`src/rtl/cu_reg_multicycle.sv`:
```
// cu_reg_multicycle: multi-cycle control unit for LEGv8 R-format instructions.
// Runs each instruction through FETCH -> DECODE -> EXEC. Shifts take one SHIFT
// cycle per bit position, and MUL waits in MUL_WAIT for an external multiplier.
// Ports:
//   clock, reset_n        rising-edge clock, asynchronous active-low reset
//   ir                    instruction register (valid the cycle after IR_load)
//   mem_ready             instruction read complete
//   mul_done              multiplier result valid (1-cycle pulse)
//   FS, C0                ALU function select / carry-in
//   SA, SB, DA, w_reg     register-file read A/B, write address, write enable
//   status_load           load NZCV flags
//   mem_cs, IR_load       instruction memory select, IR latch enable
//   PC_FS                 PC function (01 = PC+4)
//   mul_start, mul_sel    multiplier start pulse, write-back source select
//   illegal, retire       unsupported opcode / instruction completed pulses
//   state, NS             current / next state
module cu_reg_multicycle #(
  parameter int REG_ADDR_W = 5,
  parameter int SHAMT_W    = 6,
  parameter int ENABLE_MUL = 1
) (
  input  logic                  clock,
  input  logic                  reset_n,
  input  logic [31:0]           ir,
  input  logic                  mem_ready,
  input  logic                  mul_done,
  output logic [4:0]            FS,
  output logic [REG_ADDR_W-1:0] SA,
  output logic [REG_ADDR_W-1:0] SB,
  output logic [REG_ADDR_W-1:0] DA,
  output logic                  w_reg,
  output logic                  C0,
  output logic                  status_load,
  output logic [1:0]            mem_cs,
  output logic                  IR_load,
  output logic [1:0]            PC_FS,
  output logic                  mul_start,
  output logic                  mul_sel,
  output logic                  illegal,
  output logic                  retire,
  output logic [2:0]            state,
  output logic [2:0]            NS
);
  typedef enum logic [2:0] {
    S_FETCH = 3'd0, S_DECODE = 3'd1, S_EXEC = 3'd2, S_SHIFT = 3'd3, S_MUL_WAIT = 3'd4
  } state_t;

  typedef enum logic [3:0] {
    OP_ADD, OP_ADDS, OP_SUB, OP_SUBS, OP_AND, OP_ANDS, OP_ORR, OP_EOR,
    OP_LSL, OP_LSR, OP_MUL, OP_MOV, OP_BAD
  } op_t;

  localparam logic [REG_ADDR_W-1:0] XZR = {REG_ADDR_W{1'b1}};

  state_t                state_q, ns;
  op_t                   op_q, dec_op;
  logic [REG_ADDR_W-1:0] rd_q, rn_q, rm_q;
  logic [SHAMT_W-1:0]    cnt_q, shamt;
  logic                  first_q;  // first cycle of SHIFT / MUL_WAIT

  assign shamt = SHAMT_W'(ir[15:10]);

  // Opcode decode; a zero-distance shift degenerates into a move through EXEC.
  always_comb begin
    dec_op = OP_BAD;
    case (ir[31:21])
      11'b10001011000: dec_op = OP_ADD;
      11'b10101011000: dec_op = OP_ADDS;
      11'b11001011000: dec_op = OP_SUB;
      11'b11101011000: dec_op = OP_SUBS;
      11'b10001010000: dec_op = OP_AND;
      11'b11101010000: dec_op = OP_ANDS;
      11'b10101010000: dec_op = OP_ORR;
      11'b11001010000: dec_op = OP_EOR;
      11'b11010011011: dec_op = (shamt == '0) ? OP_MOV : OP_LSL;
      11'b11010011010: dec_op = (shamt == '0) ? OP_MOV : OP_LSR;
      11'b10011011000: dec_op = (ENABLE_MUL != 0) ? OP_MUL : OP_BAD;
      default:         dec_op = OP_BAD;
    endcase
  end

  always_ff @(posedge clock or negedge reset_n) begin
    if (!reset_n) begin
      state_q <= S_FETCH;
      op_q    <= OP_ADD;
      rd_q    <= '0;
      rn_q    <= '0;
      rm_q    <= '0;
      cnt_q   <= '0;
      first_q <= 1'b0;
    end else begin
      state_q <= ns;
      case (state_q)
        S_DECODE: begin
          op_q    <= dec_op;
          rd_q    <= REG_ADDR_W'(ir[4:0]);
          rn_q    <= REG_ADDR_W'(ir[9:5]);
          rm_q    <= REG_ADDR_W'(ir[20:16]);
          cnt_q   <= shamt;
          first_q <= 1'b1;
        end
        S_SHIFT: begin
          cnt_q   <= cnt_q - 1'b1;
          first_q <= 1'b0;
        end
        S_MUL_WAIT: first_q <= 1'b0;
        default: ;
      endcase
    end
  end

  logic [4:0]            fs_c;
  logic [REG_ADDR_W-1:0] sa_c, sb_c, da_c;
  logic                  w_c, c0_c, sl_c, irl_c, ms_c, msel_c, ill_c, ret_c;
  logic [1:0]            cs_c, pc_c;

  always_comb begin
    ns     = S_FETCH;
    fs_c   = '0;
    sa_c   = '0;
    sb_c   = '0;
    da_c   = '0;
    w_c    = 1'b0;
    c0_c   = 1'b0;
    sl_c   = 1'b0;
    cs_c   = 2'b00;
    irl_c  = 1'b0;
    pc_c   = 2'b00;
    ms_c   = 1'b0;
    msel_c = 1'b0;
    ill_c  = 1'b0;
    ret_c  = 1'b0;
    case (state_q)
      S_FETCH: begin
        cs_c = 2'b01;
        if (mem_ready) begin
          irl_c = 1'b1;
          pc_c  = 2'b01;
          ns    = S_DECODE;
        end else begin
          ns = S_FETCH;
        end
      end
      S_DECODE: begin
        case (dec_op)
          OP_BAD:         ill_c = 1'b1;
          OP_LSL, OP_LSR: ns = S_SHIFT;
          OP_MUL:         ns = S_MUL_WAIT;
          default:        ns = S_EXEC;
        endcase
      end
      S_EXEC: begin
        sa_c  = rn_q;
        sb_c  = (op_q == OP_MOV) ? XZR : rm_q;
        da_c  = rd_q;
        w_c   = 1'b1;
        ret_c = 1'b1;
        sl_c  = (op_q == OP_ADDS) || (op_q == OP_SUBS) || (op_q == OP_ANDS);
        case (op_q)
          OP_SUB, OP_SUBS: begin fs_c = 5'b01001; c0_c = 1'b1; end
          OP_AND, OP_ANDS: fs_c = 5'b00000;
          OP_ORR:          fs_c = 5'b00100;
          OP_EOR:          fs_c = 5'b01100;
          default:         fs_c = 5'b01000;
        endcase
      end
      S_SHIFT: begin
        // The first step reads the source; later steps shift the partial result in Rd.
        sa_c = first_q ? rn_q : rd_q;
        da_c = rd_q;
        w_c  = 1'b1;
        fs_c = (op_q == OP_LSR) ? 5'b10100 : 5'b10000;
        if (cnt_q <= SHAMT_W'(1)) begin
          ret_c = 1'b1;
          ns    = S_FETCH;
        end else begin
          ns = S_SHIFT;
        end
      end
      S_MUL_WAIT: begin
        sa_c = rn_q;
        sb_c = rm_q;
        ms_c = first_q;
        if (mul_done) begin
          w_c    = 1'b1;
          msel_c = 1'b1;
          da_c   = rd_q;
          ret_c  = 1'b1;
          ns     = S_FETCH;
        end else begin
          ns = S_MUL_WAIT;
        end
      end
      default: ns = S_FETCH;
    endcase
  end

  // Outputs are forced low while reset is held so the datapath sees no stray enables.
  assign FS          = reset_n ? fs_c   : '0;
  assign SA          = reset_n ? sa_c   : '0;
  assign SB          = reset_n ? sb_c   : '0;
  assign DA          = reset_n ? da_c   : '0;
  assign w_reg       = reset_n & w_c;
  assign C0          = reset_n & c0_c;
  assign status_load = reset_n & sl_c;
  assign mem_cs      = reset_n ? cs_c   : 2'b00;
  assign IR_load     = reset_n & irl_c;
  assign PC_FS       = reset_n ? pc_c   : 2'b00;
  assign mul_start   = reset_n & ms_c;
  assign mul_sel     = reset_n & msel_c;
  assign illegal     = reset_n & ill_c;
  assign retire      = reset_n & ret_c;
  assign state       = state_q;
  assign NS          = ns;
endmodule
```
`config.mk`:
```
export PLATFORM = sky130hd
export DESIGN_NAME = cu_reg_multicycle
export DESIGN_NICKNAME = d
export VERILOG_FILES = /design/src/rtl/cu_reg_multicycle.sv
export SDC_FILE = /design/constraint.sdc
export NUM_CORES = 1
export LEC_CHECK = 0
export ABC_AREA = 1
export CORE_ASPECT_RATIO = 1.5
export CORE_MARGIN = 3
export CORE_UTILIZATION = 45
export CTS_CLUSTER_DIAMETER = 80
export DETAILED_ROUTE_END_ITERATION = 12
export GPL_TIMING_DRIVEN = 1
export MAX_ROUTING_LAYER = met4
export PLACE_DENSITY = 0.8
export RECOVER_POWER = 100
export SLEW_MARGIN = 15
export SYNTH_ARGS = -nofsm -noshare
export SYNTH_HDL_FRONTEND = slang
export SYNTH_SLANG_ARGS = --single-unit
```
`constraint.sdc`:
```
create_clock -name clock -period 2.6 [get_ports clock]
set_input_delay 0.78 -clock clock [delete_from_list [all_inputs] [get_ports clock]]
set_output_delay 0.78 -clock clock [all_outputs]
set_load 0.03 [all_outputs]
```
; ---- After elaboration in Yosys (flattened, before gate mapping)
; Cells that the tools add are included.
[totals]
reg_bits = 29
input_bits = 36
out_inout_bits = 38
word_cells = 98
[classes]
add_sub_neg = 1
n_lt_le_gt_ge = 1
n_eq_ne = 28
n_mux = 41
bitwise_logic = 8
reduce_logical = 12
[op_table]
columns = operator, n
row1 = "== test 11 bit, second input constant", 11
row2 = case mux 4 bit (11 select lines), 1
row3 = case mux 5 bit (2 select lines), 4
row4 = two-way mux 5 bit, 7
row5 = "== test 4 bit, second input constant", 6
row6 = "== test 4 x 3 -> 1 bit, second input constant", 4
row7 = case mux 4 bit (4 select lines), 1
row8 = two-way mux 1 bit, 15
row9 = case mux 3 bit (4 select lines), 1
row10 = case mux 6 bit (2 select lines), 1
row11 = OR reduction 2 bit, 6
row12 = two-way mux 2 bit, 5
row13 = case mux 3 bit (3 select lines), 1
row14 = AND 1 bit, 8
row15 = "== test 4 x 2 -> 1 bit, second input constant", 2
row16 = "== test 3 x 2 -> 1 bit, second input constant", 2
row17 = "less-or-equal comparator 6 x 1 -> 1 bit, second input constant", 1
row18 = logical NOT 6 bit, 1
row19 = two-way mux 3 bit, 2
row20 = "subtractor 6 x 1 -> 6 bit, second input constant", 1
row21 = "== test 4 x 1 -> 1 bit, second input constant", 1
row22 = case mux 1 bit (2 select lines), 2
row23 = nonzero test 2 bit, 2
row24 = "== test 3 x 1 -> 1 bit, second input constant", 1
row25 = other kinds (4), 5

; ---- Depth between registers and ports, before layout
[depth]
word_depth = 7
depth_mapped = 10
depth_no_buf = 10

; ---- Worst setup path before layout
; No wires, ideal clock.
[synth_timing]
path_type = input -> output
from = in reset_n
to = out mem_cs[0]
t_arrival_ns = 1.947
required_time_ns = 1.820
path_slack_ns = -0.127
stages = 2
path_cell_list = clkinv_1 nor4_1
[synth_via]
elab_chain_len = 1
[synth_rtl]
columns = item, line
row1 = start: declaration, 23  ; input logic reset_n,
row2 = two-way mux 2 bit, 206  ; assign mem_cs = reset_n ? cs_c : 2'b00;
row3 = end: declaration, 34  ; output logic [1:0] mem_cs,
; No other way between the ends.

; ---- Final worst setup path
[layout_timing]
from = in ir[26]
to = out NS[0]
[layout_via]
elab_chain_len = 6
word_cells_on_any_way = 19
classes_between = eq/ne: 15 / mux: 3 / reduce/logical: 1
[layout_rtl]
columns = item, line
row1 = start: declaration, 24  ; input logic [31:0] ir,
row2 = == test 11 bit, 66  ; case (ir[31:21])
row3 = case mux 4 bit (11 select lines) *, 66
row4 = == test 4 bit, 145  ; case (dec_op)
row5 = OR reduction 2 bit, 145
row6 = case mux 3 bit (3 select lines) *, 145
row7 = case mux 3 bit (4 select lines) *, 133  ; case (state_q)
row8 = end: declaration, 42  ; output logic [2:0] NS
; Every way passes the cells marked *; elsewhere a longest branch is shown, timed or not.

==> impl_metrics.toml <==
[timing]
fin_hold_ws_ns = 0.545
rsz0062_at_grt = "yes"
hold_violations = 0
setup_viol = 2
post-route-period-util_pct = 103
relSlewSlack_pct = -2.02
worstMarginPinSlew_ns = 1.53
fin_crit_ns = 2.67
clock_skew_ns = 0.00860
slew_violations = 30
setup_slack_ns = -0.0651
clock.fmax_ghz = 0.375

[clock_tree]
cts_sinks = 29
clkLatencyLatePin_ns = 0.28
root_buffer = "clkbuf_8"
cts_hold_buf = 0
path_clk_slew_ns = 0.06
cts_inserted_buffers = 5
ctsLongestPathBuffers = 2
cts_tree = "yes"
h-tree-depth = 2

[placed_design]
io_buffers = 70
place_inst = 422
dp_hpwl_um = 4360
gp_congestion = 0.939
place_area_um2 = 2810

[worst_setup_path]
slowest_stage = "nor2_4"
crit_top_cell = "buf_6"
cp-start-kind = "input port"
critPathRequiredTime_ns = 1.82
cp.arrival_ns = 1.89
worstSetupPathType = "input port to output pin"
max_stage_delay_ns = 0.19
cp-end-kind = "output pin"
worst-path-buf-inv = 4
cp_top_family = "simple AND/OR/NAND/NOR gates"
critPathMaxFanout = 5
crit_chain = "buf_6 > inv_4 > nand2_4 > nor2_4 > buf_6 > nand3_1 > nand3_1 > nor2_2 > nand3_2 > nand2_2 > buf_6"

[floorplan]
initial_core_util_pct = 47.2
pin_count = 74
die_w_um = 60.5
core_um2 = 4250
die_y_um = 87.7
rows = 29
die_area_um2 = 5300

[synthesis]
synthCells = 289
synth_top_area_cell = "dfrtp_1"
synth_edf_count = 0
ys_seq_area_share_pct = 36.2
synth.distinct_cells = 35
avgSynthCellArea_um2 = 6.93
synth_ff_type = "dfrtp_1"
synthArstFlopShare_pct = 100
syn_area_um2 = 2000
synth.area.top_cells = "dfrtp_1 (36%), nand2_1 (12%), inv_1 (9.0%)"
synth_commonest_cells = "nand2_1 (64), inv_1 (48), nor2_1 (38), dfrtp_1 (29), o21ai_0 (27)"
ys_warn_count = 0
yosys_register_bits = 29
synth.most_common_cell = "nand2_1"
synth_top_area_share_pct = 36.2

[finish]
nNetsFinal = 442
final_util_pct = 77.7
drive_above_1_share_pct = 42.7
multi_input_area_um2 = 1240
final_area_um2 = 3300
num_antenna_cells = 0
regArea_um2 = 729
nFillCells = 305
area_growth_pct = 64.8
final_cells = 451

[power]
swShare_pct = 32.7
power_w = 0.00123
switchingPower_w = 0.000403
power_frac_seq_pct = 43.6
internal-power_w = 0.000830
ir_worst_vdd_uv = 405
leakage_nw = 1.62
combPwrFrac_pct = 27.5
power_per_cell_area_nw_per_um2 = 374
clkPwrFrac_pct = 28.9

[outcome]
status = "finished with violations"
violations = "capacitance limit, slew limit, setup timing"

[routing]
routedWlPerCell_um = 15.0
totalWireLength_um = 6750
first_pass_iters = 4
drtIter0Drc = 114
vias = 2390
via_per_inst = 5.30
ant_nets = 0
drc_errors = 0

[min_path]
hold_class = "flop to flop"

[grt]
antenna_found_initial = 0
grt_pass1_wl_um = 9880
grt_max_degree = 35
grt_overflow = 0
grt_usage_pct = 25.4
grt_pass1_vias = 2290

[flow_run]
maxCapViolCount = 1
==> worst paths after layout <==
path                            cells after the start       end      from  slack [ns]
worst max-delay path                               11     NS[0]    ir[26]       -0.07
worst min-delay path                                2   rm_q[0]   rm_q[0]        0.55
worst max register to register                      7  cnt_q[0]  state[2]        1.00
worst min register to register                      2   rm_q[0]   rm_q[0]        0.55
max in group asynchronous                           3  state[0]   reset_n        0.36
min in group asynchronous                           3   first_q   reset_n        1.23
==> through the flow <==
stage               setup slack (ns)  TNS [ns]
global route                  -0.152    -0.641
finish                       -0.0651    -0.123
CTS                         -0.00901  -0.00901
global placement              -0.473     -7.21
detailed placement            -0.490     -7.01
floorplan                     -0.110    -0.653
==> power by group through the flow <==
stage,combinational (W),sequential [W],clock (W)
floorplan,0.000172,0.000534,0
global placement,0.000279,0.000540,0
detailed placement,0.000285,0.000542,0
CTS,0.000308,0.000534,0.000364
global route,0.000377,0.000542,0.000384
finish,0.000339,0.000537,0.000357
==> state kept, by name, summed over array words and instances, names as in the netlist <==
| name | flops |
|---|---|
| state | 3 |
| rd_q | 5 |
| first_q | 1 |
| rn_q | 5 |
| op_q | 4 |
| cnt_q | 6 |
| rm_q | 5 |
==> per-layer routing <==
| layer | GRT usage [%] | vias to the layer above | wire (um) |
|---|---|---|---|
| met1 | 26.3 | 1094 | 2360 |
| met4 | 11.6 | 0 | 325 |
| met5 | - | - | 0 |
| met3 | 3.83 | 32 | 465 |
| li1 | - | 1135 | - |
| met2 | 45.6 | 129 | 3610 |
==> logic make-up (layout without fill, tap and decap cells) <==
group	count (synthesis)	after routing	share of synthesized area, %
AND/OR/NAND/NOR	139	139	31.0
buffers and inverters	64	178	13.9
AO/OA/AOI/OAI	52	52	16.6
flip-flops	29	29	36.2
adder cells (fa/ha/maj)	2	2	1.25
XOR/XNOR	2	2	0.875
other	1	3	0.187
==> area by class of cell <==
type                    instances  share of cell area [%]
well taps                      46                    1.74
clock buffers                   6                    2.20
flip-flops and latches         29                    22.1
clock inverters                 2                   0.303
multi-input cells             198                    37.7
repair buffers                116                    29.2
inverters                      54                    6.75
==> cell usage in the layout, fill, tap and decap left out, drive strengths merged <==
cell type      synthesis  final
a2111oi                1      1
nor3                   3      3
inv                   53     52
ha                     2      2
clkbuf                 1      9
a22oi                  3      3
nand3                 17     17
xor2                   2      2
nor4                   2      2
o211ai                 4      4
a32oi                  1      1
nand2                 67     67
nor2                  47     47
clkinv                 1      3
conb                   1      3
dlygate4sd2            0      7
clkinvlp               0      1
o31ai                  1      1
buf                    9     87
o22ai                  2      2
clkdlybuf4s50          0     19
a21oi                  6      6
nand4                  3      3
dfrtp                 29     29
a31oi                  1      1
o21ai                 31     31
a21boi                 2      2
==> worst reg2reg max path, stage by stage (launching register included) <==
cell	delay, ns
dfrtp_2	0.47
inv_2	0.10
nand2_4	0.10
nor2_4	0.19
buf_12	0.14
buf_4	0.30
nand2_1	0.11
o211ai_1	0.10
==> what timing repair did <==
action / in CTS / in global routing
cloned: 0 / 0
gates resized for setup: 122 / 26
pin swaps: 31 / 16
setup buffers: 9 / 13
endpoints found under the hold margin: 0 / 0
endpoints found under the setup margin: 32 / 24
(Power assumes the default switching activity.)
